**src/rtl/hamming_decoder_pipe.sv**
```systemverilog
`default_nettype none
// ============================================================================
// Module   : hamming_decoder_pipe
// Purpose  : Two-stage pipelined Hamming syndrome decoder / single-error
//            corrector with optional SECDED double-error detection and
//            saturating error counters for link-quality monitoring.
// Ports    : clk, rst_n                 - clock, async active-low reset
//            in_valid/in_ready/in_code  - codeword input handshake
//            out_valid/out_ready        - result output handshake
//            out_data, out_syndrome     - corrected data, raw syndrome
//            out_corrected              - single error was fixed
//            out_uncorrectable          - double error seen (SECDED only)
//            cnt_clr                    - synchronous clear of both counters
//            err_corr_cnt, err_unc_cnt  - saturating delivered-error counts
// Revision : 1.0 - initial release
// ============================================================================
module hamming_decoder_pipe #(
  parameter int R      = 3,
  parameter int SECDED = 0,
  parameter int CNT_W  = 16,
  localparam int N     = (1 << R) - 1,
  localparam int K     = N - R,
  localparam int CW    = N + SECDED
) (
  input  logic             clk,
  input  logic             rst_n,
  input  logic             in_valid,
  output logic             in_ready,
  input  logic [CW-1:0]    in_code,
  output logic             out_valid,
  input  logic             out_ready,
  output logic [K-1:0]     out_data,
  output logic [R-1:0]     out_syndrome,
  output logic             out_corrected,
  output logic             out_uncorrectable,
  input  logic             cnt_clr,
  output logic [CNT_W-1:0] err_corr_cnt,
  output logic [CNT_W-1:0] err_unc_cnt
);

  // Codeword bit index (0-based) that carries data bit k: the k-th
  // non-power-of-two position, counted 1-indexed in ascending order.
  function automatic int data_pos(input int k);
    int cnt;
    cnt = 0;
    for (int p = 1; p <= N; p++) begin
      if ((p & (p - 1)) != 0) begin
        if (cnt == k) return p - 1;
        cnt++;
      end
    end
    return 0;
  endfunction

  // --------------------------------------------------------------------------
  // Stage-1 combinational: syndrome and overall parity of the incoming word
  // --------------------------------------------------------------------------
  logic [R-1:0] syn_c;
  logic         par_c;

  // Column i of H is simply the binary value i+1, so the syndrome is the XOR
  // of the positions of all set bits.
  always_comb begin
    syn_c = '0;
    for (int i = 0; i < N; i++) begin
      if (in_code[i]) syn_c = syn_c ^ R'(i + 1);
    end
  end

  generate
    if (SECDED != 0) begin : g_par
      assign par_c = ^in_code;
    end else begin : g_no_par
      assign par_c = 1'b0;
    end
  endgenerate

  // --------------------------------------------------------------------------
  // Handshake / pipeline control
  // --------------------------------------------------------------------------
  logic         s1_valid;
  logic [N-1:0] s1_code;
  logic [R-1:0] s1_syn;
  logic         s1_par;
  logic         s2_load;

  assign s2_load  = !out_valid || out_ready;
  // Stage 1 can load whenever it is empty or drains into stage 2.
  assign in_ready = !(s1_valid && out_valid && !out_ready);

  always_ff @(posedge clk or negedge rst_n) begin
    if (!rst_n) begin
      s1_valid <= 1'b0;
      s1_code  <= '0;
      s1_syn   <= '0;
      s1_par   <= 1'b0;
    end else if (in_ready) begin
      s1_valid <= in_valid;
      if (in_valid) begin
        s1_code <= in_code[N-1:0];
        s1_syn  <= syn_c;
        s1_par  <= par_c;
      end
    end
  end

  // --------------------------------------------------------------------------
  // Stage-2 combinational: correction decision, bit flip, data extraction
  // --------------------------------------------------------------------------
  logic         syn_nz;
  logic         flip_en;
  logic         corr_c;
  logic         unc_c;
  logic [N-1:0] fixed;
  logic [K-1:0] data_c;

  assign syn_nz = |s1_syn;

  always_comb begin
    flip_en = 1'b0;
    corr_c  = 1'b0;
    unc_c   = 1'b0;
    if (SECDED == 0) begin
      flip_en = syn_nz;
      corr_c  = syn_nz;
    end else begin
      case ({syn_nz, s1_par})
        2'b01: corr_c = 1'b1;                    // only the parity bit is bad
        2'b11: begin flip_en = 1'b1; corr_c = 1'b1; end
        2'b10: unc_c = 1'b1;                     // even error count, s != 0
        default: ;
      endcase
    end
  end

  always_comb begin
    fixed = s1_code;
    for (int i = 0; i < N; i++) begin
      if (flip_en && (s1_syn == R'(i + 1))) fixed[i] = ~s1_code[i];
    end
  end

  generate
    for (genvar k = 0; k < K; k++) begin : g_ext
      assign data_c[k] = fixed[data_pos(k)];
    end
  endgenerate

  // --------------------------------------------------------------------------
  // Stage-2 registers drive the outputs directly; they hold while stalled.
  // --------------------------------------------------------------------------
  always_ff @(posedge clk or negedge rst_n) begin
    if (!rst_n) begin
      out_valid         <= 1'b0;
      out_data          <= '0;
      out_syndrome      <= '0;
      out_corrected     <= 1'b0;
      out_uncorrectable <= 1'b0;
    end else if (s2_load) begin
      out_valid <= s1_valid;
      if (s1_valid) begin
        out_data          <= data_c;
        out_syndrome      <= s1_syn;
        out_corrected     <= corr_c;
        out_uncorrectable <= unc_c;
      end
    end
  end

  // --------------------------------------------------------------------------
  // Saturating error counters, counted on delivery; clear wins over increment
  // --------------------------------------------------------------------------
  logic out_fire;
  assign out_fire = out_valid && out_ready;

  always_ff @(posedge clk or negedge rst_n) begin
    if (!rst_n) begin
      err_corr_cnt <= '0;
      err_unc_cnt  <= '0;
    end else if (cnt_clr) begin
      err_corr_cnt <= '0;
      err_unc_cnt  <= '0;
    end else if (out_fire) begin
      if (out_corrected && !(&err_corr_cnt))    err_corr_cnt <= err_corr_cnt + 1'b1;
      if (out_uncorrectable && !(&err_unc_cnt)) err_unc_cnt  <= err_unc_cnt + 1'b1;
    end
  end

endmodule
`default_nettype wire

```
**config.mk**
```make
export PLATFORM = sky130hd
export DESIGN_NAME = hamming_decoder_pipe
export DESIGN_NICKNAME = d
export VERILOG_FILES = /design/src/rtl/hamming_decoder_pipe.sv
export SDC_FILE = /design/constraint.sdc
export NUM_CORES = 1
export LEC_CHECK = 0
export CAP_MARGIN = 20
export CORE_ASPECT_RATIO = 1.1
export CORE_MARGIN = 3
export CORE_UTILIZATION = 46
export DETAILED_ROUTE_END_ITERATION = 6
export PLACE_DENSITY = 0.9
export SYNTH_ARGS = -nofsm -noshare
export SYNTH_HDL_FRONTEND = slang
export SYNTH_SLANG_ARGS = --single-unit
```
**constraint.sdc**
```tcl
create_clock -name clk -period 2.5 [get_ports clk]
set_clock_uncertainty 0.1 [all_clocks]
set_input_delay 0.25 -clock clk [delete_from_list [all_inputs] [get_ports clk]]
set_output_delay 0.25 -clock clk [all_outputs]
set_load 0.01 [all_outputs]
```
==> flow_metrics.py, run 1 <==
metrics = {
    "floorplan": {
        "ioPinCount": 55,
        "die_area_mm2": 0.00461,
        "rows": 22,
        "core_mm2": 0.00350,
        "dieWidth_um": 65.0,
        "initial_utilization": 0.504,
        "die_h_um": 70.9,
    },
    "cells_and_area": {
        "drive_above_1_share": 0.115,
        "areaGrowthSynthToFinish_pct": 24.8,
        "antennaDiodeCount": 0,
        "nFillCells": 327,
        "multi_input_area_um2": 852,
        "final-seq-area_um2": 826,
        "nets": 229,
    },
    "clock_tree": {
        "cts_tree": "built",
        "postCtsSetupBuffers": 0,
        "cts_inserted_buffers": 5,
        "numClockSinks": 33,
        "cts-root-buf": "clkbuf_4",
        "cts_resized": 0,
        "clk_pin_slew_ps": 100,
        "insertion_delay_ps": 320,
        "hold_buffers": 0,
        "htreeDepth": 2,
        "cts_buffer_depth": 2,
    },
    "critical_path": {
        "path_delay_family": "simple AND/OR/NAND/NOR gates",
        "timing.rr.start": "err_corr_cnt[0]",
        "ff2ff_path_depth": 6,
        "crit_path_cell_trace": "ha_1 -> nand3_2 -> nor4_4 -> nor3_2 -> nand3_2 -> mux2_4",
        "worstPathMaxFanout": 9,
        "max_stage_delay_ps": 510,
        "slowest_stage": "nor4_4",
        "crit_path_start_kind": "register",
        "critical_path_arrival_ps": 2130,
        "cpMostUsedCell": "nand3_2",
        "end_kind": "register",
        "critPathRequiredTime_ps": 2620,
        "rr_endpoint": "err_corr_cnt[10]",
        "r2r_setup_slack_ps": 490,
        "crit_buf_inv": 0,
        "crit_type": "register to register",
    },
    "place": {
        "dp_hpwl_mm": 2.51,
        "port_buffers": 37,
        "gp_congestion": 0.848,
    },
    "yosys": {
        "ys_dominant_reg_cell": "dfrtp_1",
        "syn_inst": 174,
        "yosys_warnings": 0,
        "ys_ff_latch": 33,
        "yosysSeqAreaShare": 0.469,
        "synth_cell_types": 33,
        "syn-cell-area_mm2": 0.00176,
        "synth-async-reset-ratio": 1.00,
        "synth_edf_count": 0,
        "ys_top_cells_by_count": "33 x dfrtp_1, 18 x nor2_1, 18 x xnor2_1",
        "synth_top_cells_by_area": "dfrtp_1 47%, xnor2_1 9.0%, buf_4 7.2%, mux2_2 4.5%, nor2_1 3.8%",
        "synth_top_area_share": 0.469,
        "yosys.cell_count.top_type": "dfrtp_1",
        "synth_top_cell_by_area": "dfrtp_1",
        "postSynthAreaPerCell_um2": 10.1,
    },
    "drt": {
        "wl_per_cell_um": 12.3,
        "finalWirelength_mm": 3.27,
        "drt_iter0_drc": 60,
        "drc": 0,
        "num_vias": 1317,
        "vias_per_cell": 4.97,
        "drt-pass1-iter-count": 4,
        "final_antenna_net_count": 0,
    },
    "timing": {
        "rsz0062_at_grt": "no",
        "tns_ps": 0,
        "max_slew_margin": 0.613,
        "finalSetupViolCount": 0,
        "period_minus_slack_ps": 2010,
        "fmax_mhz": 497,
        "holdWs_ps": 212,
        "tightest_slew_ps": 575,
        "slew_viol_final": 0,
        "finalCritPeriodShare": 0.805,
        "hold_violations": 0,
    },
    "global_routing": {
        "first_global_vias": 1202,
        "grt_max_degree": 34,
        "antenna_found_initial": 0,
        "grt.total_usage": 0.145,
        "grt_pass1_wl_mm": 5.29,
        "grt_overflow": 0,
    },
    "job": {
        "max_cap_viol_count": 0,
    },
    "run_status": {
        "status": "complete, no violations",
    },
    "min_path": {
        "min_path_type": "primary input to asynchronous set/reset pin",
    },
    "power_and_ir_drop": {
        "p_per_area_mw_per_mm2": 586,
        "power.leakage_uw": 0.000915,
        "ir_worst_vdd_v": 0.000447,
    },
}
-- through the flow --
step | cell area (um^2) | utilization | total power (uW) | setup WS [ps] | instances
floorplan | 1820 | - | 822 | 572 | 190
global placement | 2130 | 0.608 | 948 | 550 | 257
detailed placement | 2130 | 0.608 | 957 | 498 | 257
CTS | 2200 | 0.628 | 1300 | 495 | 265
global route | 2200 | 0.628 | 1360 | 331 | 265
finish | 2200 | 0.628 | 1290 | 487 | 265
-- placed cells by master (no fill, tap or decap), types with 7 or more instances in the layout --
cell type and count:
clkdlybuf4s50_1 37, dfrtp_1 33, xnor2_1 18, nor2_1 18, nand2_1 17, conb_1 17
o21ai_0 10, xor2_1 7, mux2_2 7
-- power by group --
group          switching (uW)  leakage, uW  internal, uW  total, uW
logic                     129     0.000449           159        288
clock network             180    0.0000413           163        343
registers                57.2     0.000425           598        656
-- worst reg2reg max path, cell delays in order (launching register included) --
cell and delay (ps):
dfrtp_1 420, ha_1 200, nand3_2 160, nor4_4 510, nor3_2 110, nand3_2 100, mux2_4 300
-- flip-flops by register name (all words and copies together) (netlist names) --
signal and cells:
err_corr_cnt 16, out_data 4, s1_code 4, out_syndrome 3, s1_syn 3, out_corrected 1
out_valid 1, s1_valid 1
-- per-layer routing --
layer,wire length [um],part of all wire,track usage
met5,0,0,0
met3,254,0.078,0.0381
met1,1380,0.42,0.187
met2,1600,0.49,0.236
met4,29,0.0089,0.0469
-- logic make-up after synthesis --
| kind of cell | after synthesis | synth area share |
|---|---|---|
| AOI/OAI and AO/OA | 13 | 0.0377 |
| xor gates and xnor gates | 25 | 0.124 |
| adders and majority gates | 1 | 0.00711 |
| buffers and inverters | 21 | 0.0810 |
| DFF | 33 | 0.469 |
| muxes | 8 | 0.0533 |
| other | 1 | 0.00213 |
| and+or+nand+nor | 72 | 0.225 |
-- how the worst max path moves through the flow --
stage / startpoint / end / slack, ps / cells past startpoint
after global routing: err_corr_cnt[0] / err_corr_cnt[10] / 330 / 6
after global placement: err_corr_cnt[0] / err_corr_cnt[10] / 550 / 6
after CTS: err_corr_cnt[0] / err_corr_cnt[10] / 500 / 6
after floorplan: err_corr_cnt[0] / err_corr_cnt[10] / 570 / 6
after detailed placement: err_corr_cnt[0] / err_corr_cnt[10] / 500 / 6
final: err_corr_cnt[0] / err_corr_cnt[10] / 490 / 6
-- final cells by class --
cell class / instances / share of cell area
flip-flops and latches: 33 / 0.376
well taps: 48 / 0.0273
inverters: 1 / 0.00171
clock inverters: 1 / 0.00228
multi-input cells: 136 / 0.388
clock buffers: 7 / 0.0296
repair buffers: 39 / 0.175
Note: power is estimated with default switching activity, not from simulation.
==> run 2: changes to the inputs <==
clock period = 1.95 ns   (was 2.5 ns; I/O delays follow)
==> run 2 against run 1 <==
Hold slack worse by 49 ps. Final area is 1.1% higher. Count of clock-buffer cells in the layout stayed put. Maximum frequency is 7.5% higher. Global-route usage is 1.3 points higher. Register-to-register slack worse by 410 ps. Combinational power is 31% higher. Critical endpoint is now err_corr_cnt[6].
==> flow_metrics.py, run 2 (same netlist as run 1, synthesis figures left out) <==
metrics = {
    "critical_path": {
        "slowest_stage": "dfrtp_2",
        "end_kind": "register",
        "crit_path_start_kind": "register",
        "crit_path_cell_trace": "ha_1 -> nand3_2 -> nor4_4 -> buf_4 -> nor4_1 -> xnor2_1 -> nor2_1",
        "crit_buf_inv": 1,
        "critPathRequiredTime_ps": 2070,
        "max_stage_delay_ps": 450,
        "critical_path_arrival_ps": 1990,
        "worstPathMaxFanout": 8,
        "path_delay_family": "simple AND/OR/NAND/NOR gates",
        "crit_type": "register to register",
    },
    "job": {
        "max_cap_viol_count": 0,
    },
    "drt": {
        "wl_per_cell_um": 12.8,
        "drc": 0,
        "drt-pass1-iter-count": 4,
        "vias_per_cell": 5.04,
        "num_vias": 1356,
        "drt_iter0_drc": 53,
        "final_antenna_net_count": 0,
        "finalWirelength_mm": 3.45,
    },
    "clock_tree": {
        "numClockSinks": 33,
        "insertion_delay_ps": 320,
        "cts-root-buf": "clkbuf_4",
        "clk_pin_slew_ps": 90,
        "cts_inserted_buffers": 5,
        "hold_buffers": 0,
        "cts_buffer_depth": 2,
        "cts_tree": "built",
        "htreeDepth": 2,
    },
    "timing": {
        "hold_violations": 0,
        "fmax_mhz": 534,
        "finalCritPeriodShare": 0.960,
        "finalSetupViolCount": 0,
        "slew_viol_final": 0,
        "rsz0062_at_grt": "no",
        "tns_ps": 0,
        "holdWs_ps": 164,
        "period_minus_slack_ps": 1870,
    },
    "cells_and_area": {
        "largest_reg_flops": 16,
        "final_cell_mix": "37 x clkdlybuf4s50_1, 32 x dfrtp_1, 18 x xnor2_1, 18 x nor2_1",
        "nets": 234,
        "reg_top3": "err_corr_cnt: 16 flops, out_data: 4 flops, s1_code: 4 flops",
        "drive_above_1_share": 0.131,
        "regMostFlops": "err_corr_cnt",
        "areaGrowthSynthToFinish_pct": 26.2,
        "layout_commonest_cell": "clkdlybuf4s50_1",
        "nFillCells": 304,
        "antennaDiodeCount": 0,
    },
    "power_and_ir_drop": {
        "p_seq_frac": 0.528,
        "power.clock.fraction": 0.236,
        "intPower_uw": 1150,
        "p_comb_frac": 0.235,
        "switching_power_uw": 450,
        "p_per_area_mw_per_mm2": 720,
        "power.leakage_uw": 0.000929,
        "ir_worst_vdd_v": 0.000637,
        "p_sw_frac": 0.281,
    },
    "floorplan": {
        "ioPinCount": 55,
        "core_mm2": 0.00350,
        "die_h_um": 70.9,
        "die_area_mm2": 0.00461,
        "initial_utilization": 0.504,
        "rows": 22,
        "dieWidth_um": 65.0,
    },
    "global_routing": {
        "grt.total_usage": 0.158,
        "antenna_found_initial": 0,
        "grt_overflow": 0,
        "first_global_vias": 1316,
        "grt_pass1_wl_mm": 5.72,
        "grt_max_degree": 34,
    },
    "place": {
        "port_buffers": 37,
        "gp_congestion": 0.847,
        "dp_hpwl_mm": 2.63,
    },
    "min_path": {
        "min_path_type": "primary input to asynchronous set/reset pin",
    },
    "run_status": {
        "status": "complete, no violations",
    },
}
## run 2: cell count changes in the layout (fill, tap and decap cells not counted)
| cell | delta |
|---|---|
| dfrtp_1 | -1 |
| dfrtp_2 | +1 |
| buf_4 | +5 |
| clkinv_2 | -1 |
| clkbuf_8 | -1 |
| clkbuf_1 | +1 |
## run 2: layer usage
metal  share of wire  vias up  global-route usage
li1                -      655                   -
met1            0.40      632               0.185
met3           0.084       11              0.0571
met5               0        -                   0
met4           0.021        0              0.0516
met2            0.50       58               0.267
## run 2: stage by stage
stage	power (uW)	setup WS (ps)	cell area, um^2	instances	utilization
final	1600	77.9	2220	269	0.635
after detailed placement	1230	75.2	2160	261	0.617
after global routing	1700	1.73	2220	269	0.635
after floorplan	1050	22.0	1820	190	-
after global placement	1220	150	2160	261	0.617
after CTS	1620	50.2	2210	268	0.633
## run 2: area by class of cell
type	count	area [um^2]	area share
Multi-Input combinational cell	136	852	0.384
Inverter	1	3.75	0.00169
Clock buffer	7	55.1	0.0248
Sequential cell	33	827	0.372
Timing Repair Buffer	44	423	0.190
Tap cell	48	60.1	0.0270
## run 2: power groups by stage
| stage | clock (uW) | sequential (uW) | combinational [uW] |
|---|---|---|---|
| 2_1_floorplan | 0 | 866 | 187 |
| 3_5_place_dp | 0 | 856 | 379 |
| 4_1_cts | 393 | 845 | 380 |
| 5_1_grt | 423 | 858 | 416 |
| 6_report | 378 | 845 | 377 |
| 3_3_place_gp | 0 | 853 | 370 |
## run 2: worst reg2reg max path, delay by kind of cell (launching register included)
family / cells / cell delay, ps
xor gates and xnor gates: 1 / 210
adders and majority gates: 1 / 230
buffers and inverters: 1 / 170
DFF: 1 / 450
and+or+nand+nor: 4 / 610
## run 2: what timing repair did
action	CTS	global route
resized for setup	0	1
hold endpoints to repair	0	0
setup buffers	0	1
setup endpoints to repair	0	6
## run 2: worst paths after layout
kind	from	to	slack, ps	cells past startpoint
max in group asynchronous	rst_n	err_corr_cnt[0]	1270	2
max reg2reg	err_corr_cnt[0]	err_corr_cnt[6]	80	7
min	rst_n	err_corr_cnt[3]	160	2
max	err_corr_cnt[0]	err_corr_cnt[6]	80	7
min reg2reg	out_data[0]	out_data[0]	390	2
min in group clk	in_valid	s1_valid	350	2
==> run 3: changes to the inputs <==
CTS_CLUSTER_SIZE = 16   (was not set)
REMOVE_ABC_BUFFERS = 1   (was not set)
==> run 3 against run 2 <==
Power grew 10%. Non-clock buffer count is the same. Die area is the same. Hold slack lost 2.8 ps. Sequential share of layout area shrank 0.53 points. Via count shrank 3.2%. Register-to-register slack gained 70 ps. Clock power grew 41%. Flip-flop and latch count is the same. Critical path depth shrank 1. Critical path type unchanged. Critical endpoint is now err_corr_cnt[10]. Largest power group unchanged.
==> flow_metrics.py, run 3 (same netlist as run 1, synthesis figures left out) <==
metrics = {
    "global_routing": {
        "grt_overflow": 0,
        "grt.total_usage": 0.156,
        "first_global_vias": 1232,
        "antenna_found_initial": 0,
        "grt_pass1_wl_mm": 5.46,
        "grt_max_degree": 34,
    },
    "place": {
        "dp_hpwl_mm": 2.52,
        "gp_congestion": 0.814,
        "dp_slack_ps": 20.8,
        "port_buffers": 37,
    },
    "cells_and_area": {
        "areaGrowthSynthToFinish_pct": 27.8,
        "regMostFlops": "err_corr_cnt",
        "reg_top3": "err_corr_cnt: 16 flops, out_data: 4 flops, s1_code: 4 flops",
        "nets": 234,
        "nFillCells": 295,
        "drive_above_1_share": 0.131,
        "multi_input_area_um2": 852,
        "final_cell_mix": "37 x clkdlybuf4s50_1, 33 x dfrtp_1, 18 x xnor2_1, 18 x nor2_1",
        "layout_commonest_cell": "clkdlybuf4s50_1",
        "largest_reg_flops": 16,
        "antennaDiodeCount": 0,
        "final-seq-area_um2": 826,
    },
    "drt": {
        "route.met2.wl_mm": 1.75,
        "drt-pass1-iter-count": 4,
        "drt_iter0_drc": 88,
        "wl_met1_mm": 1.30,
        "top_layer": "met4",
        "num_vias": 1313,
        "vias_per_cell": 4.86,
        "final_antenna_net_count": 0,
        "wl_per_cell_um": 12.4,
        "met3_length_um": 237,
        "drc": 0,
        "finalWirelength_mm": 3.34,
    },
    "timing": {
        "max_slew_margin": 0.646,
        "rsz0062_at_grt": "no",
        "tns_ps": 0,
        "tightest_slew_ps": 527,
        "slew_viol_final": 0,
        "period_minus_slack_ps": 1800,
        "finalSetupViolCount": 0,
        "finalCritPeriodShare": 0.922,
        "hold_violations": 0,
        "fmax_mhz": 556,
        "setup_ws_ps": 152,
    },
    "floorplan": {
        "ioPinCount": 55,
        "rows": 22,
        "core_mm2": 0.00350,
        "dieWidth_um": 65.0,
        "die_area_mm2": 0.00461,
        "initial_utilization": 0.504,
        "die_h_um": 70.9,
    },
    "power_and_ir_drop": {
        "p_sw_frac": 0.267,
        "switching_power_uw": 469,
        "p_comb_frac": 0.218,
        "p_seq_frac": 0.480,
        "p_per_area_mw_per_mm2": 782,
        "intPower_uw": 1290,
        "ir_worst_vdd_v": 0.000508,
        "power.leakage_uw": 0.000945,
        "power.clock.fraction": 0.302,
    },
    "critical_path": {
        "timing.rr.start": "err_corr_cnt[0]",
        "cp-startpoint": "err_corr_cnt[0]",
        "path_delay_family": "simple AND/OR/NAND/NOR gates",
        "slowest_stage": "dfrtp_1",
        "cpMostUsedCell": "nand3_2",
        "crit_type": "register to register",
        "critical_path_arrival_ps": 1930,
        "crit_path_start_kind": "register",
        "crit_buf_inv": 0,
        "crit_path_cell_trace": "ha_1 -> nand3_2 -> nor4_4 -> nor3_2 -> nand3_2 -> mux2_4",
        "critPathRequiredTime_ps": 2080,
        "max_stage_delay_ps": 420,
        "end_kind": "register",
        "worstPathMaxFanout": 6,
    },
    "clock_tree": {
        "cts_buffer_depth": 2,
        "clk_pin_slew_ps": 100,
        "insertion_delay_ps": 330,
        "cts_tree": "built",
        "numClockSinks": 33,
        "cts_inserted_buffers": 5,
        "cts_resized": 0,
        "hold_buffers": 0,
        "htreeDepth": 2,
        "postCtsSetupBuffers": 0,
        "cts-root-buf": "clkbuf_4",
    },
    "min_path": {
        "min_path_type": "primary input to asynchronous set/reset pin",
    },
    "run_status": {
        "status": "complete, no violations",
    },
    "job": {
        "max_cap_viol_count": 0,
    },
}
run 3: power groups by stage:
stage / Clock (uW) / Sequential, uW / Combinational (uW)
final: 532 / 844 / 384
after global routing: 582 / 854 / 425
after CTS: 551 / 845 / 379
after detailed placement: 0 / 857 / 378
after global placement: 0 / 855 / 368
after floorplan: 0 / 866 / 157
run 3: layout make-up:
type | instances | share of cell area
Inverter | 1 | 0.00167
Multi-Input combinational cell | 136 | 0.379
Sequential cell | 33 | 0.367
Clock inverter | 1 | 0.0133
Tap cell | 48 | 0.0267
Timing Repair Buffer | 44 | 0.188
Clock buffer | 7 | 0.0245
run 3: routing by layer:
layer,vias up,track usage
met3,6,0.0492
met5,-,0
met4,0,0.0634
li1,652,-
met1,609,0.165
met2,46,0.283
run 3: path summary, 6_finish.rpt:
path,slack (ps),depth (start not counted),end
worst max register to register,150,6,err_corr_cnt[10]
max in group asynchronous,1300,2,s1_code[6]
worst max-delay path,150,6,err_corr_cnt[10]
worst min-delay path,160,2,err_corr_cnt[10]
worst min register to register,390,2,out_data[3]
min in group clk,350,2,s1_valid
run 3: worst register-to-register path: cells and delay by family (launching register included):
| kind | cells | cell delay [ps] |
|---|---|---|
| mux | 1 | 290 |
| fa+ha+maj | 1 | 200 |
| simple gates | 4 | 690 |
| flops | 1 | 420 |
run 3: metrics by stage:
step | utilization | instance area [um^2] | power, uW | std cells | hold slack (ps)
final | 0.644 | 2250 | 1760 | 270 | 161
after global routing | 0.644 | 2250 | 1860 | 270 | 188
after CTS | 0.639 | 2230 | 1780 | 268 | 166
after detailed placement | 0.615 | 2150 | 1230 | 260 | 374
after global placement | 0.615 | 2150 | 1220 | 260 | 367
after floorplan | - | 1680 | 1020 | 170 | -201
